[src/rtl/div_restoring_ctrl.sv]
// ---------------------------------------------------------------------------
// div_restoring_ctrl
//   Control and arithmetic stage of an N-bit restoring unsigned divider. It
//   drives the strobes and the operand of the downstream A/Q shift register
//   and reads back that register's A value. It captures the divisor on an
//   accepted start, runs N shift/subtract/restore iterations, and then
//   pulses done for one cycle. After done, the quotient is in Q and the
//   remainder is in A[N-1:0] of the downstream register.
//
// Ports
//   clk         : clock, rising edge
//   rst         : asynchronous active-high reset
//   start       : division request, sampled only in IDLE
//   divisor     : divisor M, captured when start is accepted
//   regA        : A register value fed back from the A/Q register
//   load        : strobe, A<=0 and Q<=dividend
//   shift       : strobe, {A,Q} shift left by one bit
//   hab_A       : strobe, A<=operando
//   set_Q0      : strobe, Q[0]<=1
//   operando    : regA minus the latched divisor, N+1 bits
//   busy        : high in every state except IDLE
//   done        : one-cycle completion pulse
//   div_by_zero : sticky error flag, cleared by the next accepted start
// ---------------------------------------------------------------------------
module div_restoring_ctrl #(
  parameter int N = 4
) (
  input  logic         clk,
  input  logic         rst,
  input  logic         start,
  input  logic [N-1:0] divisor,
  input  logic [N:0]   regA,
  output logic         load,
  output logic         shift,
  output logic         hab_A,
  output logic         set_Q0,
  output logic [N:0]   operando,
  output logic         busy,
  output logic         done,
  output logic         div_by_zero
);

  localparam int CW = $clog2(N + 1);

  typedef enum logic [2:0] {
    IDLE,
    LOAD,
    SHIFT,
    CHECK,
    SETQ,
    DONE
  } state_t;

  state_t        state, state_nxt;
  logic [N-1:0]  m_reg;
  logic [CW-1:0] cnt;
  logic [N+1:0]  diff;
  logic          diff_nonneg;

  // After a shift, A can reach 2M-1, which may exceed 2^N. The extra top bit
  // keeps the sign of the subtraction correct.
  assign diff        = {1'b0, regA} - {2'b0, m_reg};
  assign diff_nonneg = ~diff[N+1];
  assign operando    = diff[N:0];

  // State register and the datapath registers that advance with it.
  // NOTE: sequential state uses non-blocking assignments, so every register
  // samples the pre-edge values no matter how the statements are ordered.
  always_ff @(posedge clk or posedge rst) begin
    if (rst) begin
      state       <= IDLE;
      m_reg       <= '0;
      cnt         <= '0;
      div_by_zero <= 1'b0;
    end else begin
      state <= state_nxt;
      case (state)
        IDLE: begin
          if (start) begin
            m_reg       <= divisor;
            div_by_zero <= (divisor == '0);
          end
        end
        LOAD:    cnt <= CW'(N);
        CHECK:   cnt <= cnt - 1'b1;
        default: ;
      endcase
    end
  end

  // Next-state logic. In CHECK and SETQ, cnt counts the iterations that are
  // still open. CHECK compares against the value it holds before it
  // decrements cnt. SETQ sees the value after the decrement.
  always_comb begin
    // NOTE: a default assignment before the case keeps every path assigned,
    // so no latch is inferred.
    state_nxt = state;
    case (state)
      IDLE: begin
        if (start) state_nxt = (divisor == '0) ? DONE : LOAD;
      end
      LOAD:  state_nxt = SHIFT;
      SHIFT: state_nxt = CHECK;
      CHECK: begin
        if (diff_nonneg)        state_nxt = SETQ;
        else if (cnt > CW'(1))  state_nxt = SHIFT;
        else                    state_nxt = DONE;
      end
      SETQ:    state_nxt = (cnt != '0) ? SHIFT : DONE;
      DONE:    state_nxt = IDLE;
      default: state_nxt = IDLE;
    endcase
  end

  // Output decode. Each strobe belongs to a different state, so the four
  // strobes can never be high together.
  always_comb begin
    load   = 1'b0;
    shift  = 1'b0;
    hab_A  = 1'b0;
    set_Q0 = 1'b0;
    busy   = (state != IDLE);
    done   = 1'b0;
    case (state)
      LOAD:    load   = 1'b1;
      SHIFT:   shift  = 1'b1;
      CHECK:   hab_A  = diff_nonneg;  // restore skipped: accept A-M
      SETQ:    set_Q0 = 1'b1;
      DONE:    done   = 1'b1;
      default: ;
    endcase
  end

endmodule

[config.mk]
export PLATFORM = sky130hd
export DESIGN_NAME = div_restoring_ctrl
export DESIGN_NICKNAME = d
export VERILOG_FILES = /design/src/rtl/div_restoring_ctrl.sv
export SDC_FILE = /design/constraint.sdc
export NUM_CORES = 1
export LEC_CHECK = 0
export CORE_MARGIN = 1
export CORE_UTILIZATION = 40
export CTS_CLUSTER_SIZE = 14
export DETAILED_ROUTE_END_ITERATION = 8
export GPL_ROUTABILITY_DRIVEN = 0
export MAX_ROUTING_LAYER = met4
export PLACE_DENSITY = 0.69
export SLEW_MARGIN = 25
export SYNTH_ARGS = -nofsm -noshare
export SYNTH_HDL_FRONTEND = slang
export SYNTH_SLANG_ARGS = --single-unit
[constraint.sdc]
create_clock -name clk -period 3.4 [get_ports clk]
set_input_delay 0.34 -clock clk [delete_from_list [all_inputs] [get_ports clk]]
set_output_delay 0.34 -clock clk [all_outputs]
set_load 0.05 [all_outputs]
### Word level (Yosys, flattened, before mapping)

Cells that the tools add are included.

| storage, ports and cells | value |
|---|---|
| word-level logic and storage cells | 32 |
| output and inout bits | 12 |
| bits in writable memories | 0 |
| bits in registers | 11 |
| memories | 0 |
| input port bits | 12 |
| latch bits | 0 |
| ROM bits | 0 |

| cells by class | value |
|---|---|
| shift operators | 0 |
| reductions and logical operators | 6 |
| add/sub/neg operators | 2 |
| multiply operators | 0 |
| magnitude comparators | 1 |
| bitwise gates (word level) | 1 |
| divide/modulo/power cells | 0 |
| equality and inequality tests | 6 |
| multiplexer cells | 12 |

Operator list:

| operator | count |
|---|---|
| $mux W3 | 5 |
| $pmux W3 S5 | 1 |
| $eq A3 B2 Y1 const B | 2 |
| $eq A3 B3 Y1 const B | 2 |
| $pmux W3 S2 | 1 |
| $reduce_bool A3 Y1 | 2 |
| $sub A5 B4 Y6 | 1 |
| $mux W1 | 5 |
| $logic_not A4 Y1 | 1 |
| $eq A3 B1 Y1 const B | 1 |
| $gt A3 B1 Y1 const B | 1 |
| $logic_not A3 Y1 | 1 |
| $sub A3 B1 Y3 const B | 1 |
| $ne A2 B2 Y1 const B | 1 |
| $reduce_and A2 Y1 | 1 |
| $reduce_bool A2 Y1 | 1 |
| $not A1 Y1 | 1 |

### Depth between registers and ports, before layout

| logic depth | value |
|---|---|
| depth after elaboration | 4 |
| depth in mapped cells | 7 |
| depth with buffers taken out | 7 |

### Worst setup path after synthesis

No wires, ideal clock.

| timing path | value |
|---|---|
| path kind | in2out |
| start point | input regA[0] |
| end point | output operando[4] |
| stages on the path | 7 |
| path slack | 1.119 ns |
| data arrival time | 1.941 ns |
| required time | 3.060 ns |
| buffers on the path | 0 |
| cell sequence | inv_1 ha_1 fa_1 inv_1 a21o_1 a21oi_1 xor2_1 |

| between the ends | value |
|---|---|
| cells in the longest elaborated chain, start to end | 1 |

Ends and longest elaborated chain:

| element | RTL line | source |
|---|---|---|
| from (decl) | 32 | `input logic [N:0] regA,` |
| $sub A5 B4 Y6 | 62 | `assign diff = {1'b0, regA} - {2'b0, m_reg};` |
| to (decl) | 37 | `output logic [N:0] operando,` |

No other way between the ends.

### Worst setup path in the final report

Ends and elaborated chain as after synthesis.

==> results.ini <==
[clock_tree]
cts-root-buf = clkbuf_4
cts_tree = yes
cts_setup_buffers = 0
path_clk_slew_ns = 0.07
cts-buffers-inserted = 3
htreeDepth = 1
ctsResizeCount = 0
clk_latency_ns = 0.27
ctsHoldBuffers = 0
clockBufferDepth = 2
cts_sinks = 11

[grt]
grt_pass1_vias = 598
grt_max_degree = 12
overflow = 0
antenna_found_initial = 0
grt_usage_pct = 17.2
grt_pass1_wl_mm = 2.60

[die]
num_io_pins = 24
die_w_um = 47.4
start_util_pct = 42.5
die_h_um = 47.4
num_rows = 16
core_area_mm2 = 0.00194
die-area_mm2 = 0.00225

[sta]
slew_violations = 0
hold_violations = 0
finalSetupViolCount = 0
finClkSkew_ns = 0.000671
worst_pin_slew_ns = 0.495
fmax_ghz = 0.338
slew_headroom_pct = 66.9
period_minus_slack_ns = 2.96
tns_ns = 0
fin_crit_sh_pct = 87.0
rsz0062_at_grt = no

[setup_path]
r2r_start = m_reg[1]
crit_start = regA[0]
criticalPathCategory = in2out
endpoint_kind = output port
crit_path_start_kind = input pin
critPathMaxFanout = 2
rrSetupSlack_ns = 1.73
worstPathArrival_ns = 2.62
required_ns = 3.06
r2r_end = state[2]
r2r_cells = 7

[placed_design]
numPortBuffers = 23
dp_hpwl_mm = 1.33

[layout]
drive_above_1_share_pct = 10.3
antenna_cells = 0
areaGrowthSynthToFinish_pct = 32.4
nets = 137
largest_reg_flops = 4
fin_util_pct = 56.3

[pwr]
total_power_w = 0.00117
power.density_mw_per_mm2 = 1070
vdd_drop_max_v = 0.000635
leakagePower_nw = 0.492

[synth]
postSynthAreaPerCell_um2 = 9.07
yosysWarnings = 0
ys_seq_area_share_pct = 33.3
ys_ff_latch = 11
ys_types = 34
syn-num-nets = 111
netlist_area_um2 = 826
synthCells = 91

[run]
drv_cap = 0

[drt]
vias = 690
ant_nets = 0
initialDrtViolationCount = 3
drt-vias-per-instance = 4.83
routed_wl_mm = 1.66
dr.pass1.iters = 5
drt-wirelength-per-cell_um = 11.6
drc = 0

[hold_path]
hold_class = in2async

[status]
status = completed

worst max-delay path, stage by stage:
cell	delay [ns]
clkdlybuf4s50_1	0.45
inv_1	0.04
ha_1	0.21
fa_1	0.40
inv_1	0.07
a21o_1	0.11
a21oi_1	0.07
xor2_1	0.12
clkdlybuf4s50_1	0.81
stage by stage:
| stage | hold slack, ns | instance area [um^2] | cells | setup slack (ns) |
|---|---|---|---|---|
| detailed placement | 0.515 | 1070 | 139 | 0.433 |
| CTS | 0.367 | 1090 | 143 | 0.430 |
| global route | 0.419 | 1090 | 143 | 0.330 |
| floorplan | 0.192 | 826 | 91 | 1.12 |
| global placement | 0.501 | 1070 | 139 | 0.441 |
| finish | 0.357 | 1090 | 143 | 0.442 |
cell type report:
cell class	count	area, um^2
fill	189	848
multi-input combinational	63	472
sequential	11	275
timing repair buffer	23	230
inverter	15	56.3
tap	27	33.8
clock buffer	4	26.3
cell usage after synthesis:
master,instances,area [um^2]
inv_1,14,52.6
nand2_1,12,45.0
dfrtp_1,11,275
ha_1,7,87.6
nor2_1,6,22.5
o21ai_0,5,25.0
o21ai_1,4,20.0
a21oi_1,2,10.0
buf_6,2,22.5
mux2_4,2,30.0
nand2b_1,2,12.5
o211ai_1,2,15.0
a211o_1,1,8.76
a211oi_1,1,7.51
a21o_1,1,7.51
and2_1,1,6.26
fa_1,1,20.0
inv_2,1,3.75
nand2b_2,1,8.76
nand3_2,1,10.0
nor2b_1,1,6.26
nor3_1,1,5.00
nor3_2,1,10.0
nor3_4,1,16.3
nor3b_4,1,18.8
nor4_1,1,6.26
o211ai_2,1,12.5
o21a_1,1,7.51
o21ba_1,1,10.0
o21bai_1,1,7.51
o311ai_0,1,8.76
o31a_1,1,8.76
xnor2_1,1,8.76
xor2_1,1,8.76
report_power, final:
part           switching [W]  internal [W]
registers          0.0000707      0.000190
clock network      0.0000451     0.0000454
logic               0.000509      0.000308
total               0.000625      0.000544
per-layer routing:
metal,global-route usage (%),routed length [um],vias to the layer above
met1,22.6,786,313
li1,-,-,356
met3,2.26,92,2
met5,-,0,-
met4,6.86,8,0
met2,26.6,775,19
logic make-up (layout without fill, tap and decap cells):
kind of cell,Yosys count,in the layout,synth area share (%)
xor gates and xnor gates,2,2,2.12
buffers and inverters,17,42,9.54
muxes,2,2,3.64
adders and majority gates,8,8,13.0
and+or+nand+nor,29,29,20.3
DFF,11,11,33.3
AOI/OAI and AO/OA,22,22,18.0
worst max path at each step:
stage,slack [ns],end,cells after the start
2_1_floorplan,1.12,operando[4],7
6_report,0.44,operando[4],9
3_3_place_gp,0.44,operando[4],9
5_1_grt,0.33,operando[4],9
4_1_cts,0.43,operando[4],9
3_5_place_dp,0.43,operando[4],9
layout by cell type (no fill, tap or decap):
cell,instances
a211o_1,1
a211oi_1,1
a21o_1,1
a21oi_1,2
and2_1,1
clkbuf_1,1
clkbuf_4,3
clkdlybuf4s50_1,23
dfrtp_1,11
fa_1,1
ha_1,7
inv_1,14
inv_2,1
mux2_4,2
nand2_1,12
nand2b_1,2
nand2b_2,1
nand3_2,1
nor2_1,6
nor2b_1,1
nor3_1,1
nor3_2,1
nor3_4,1
nor3b_4,1
nor4_1,1
o211ai_1,2
o211ai_2,1
o21a_1,1
o21ai_0,5
o21ai_1,4
o21ba_1,1
o21bai_1,1
o311ai_0,1
o31a_1,1
xnor2_1,1
xor2_1,1
Note: power is estimated with default switching activity, not from simulation.
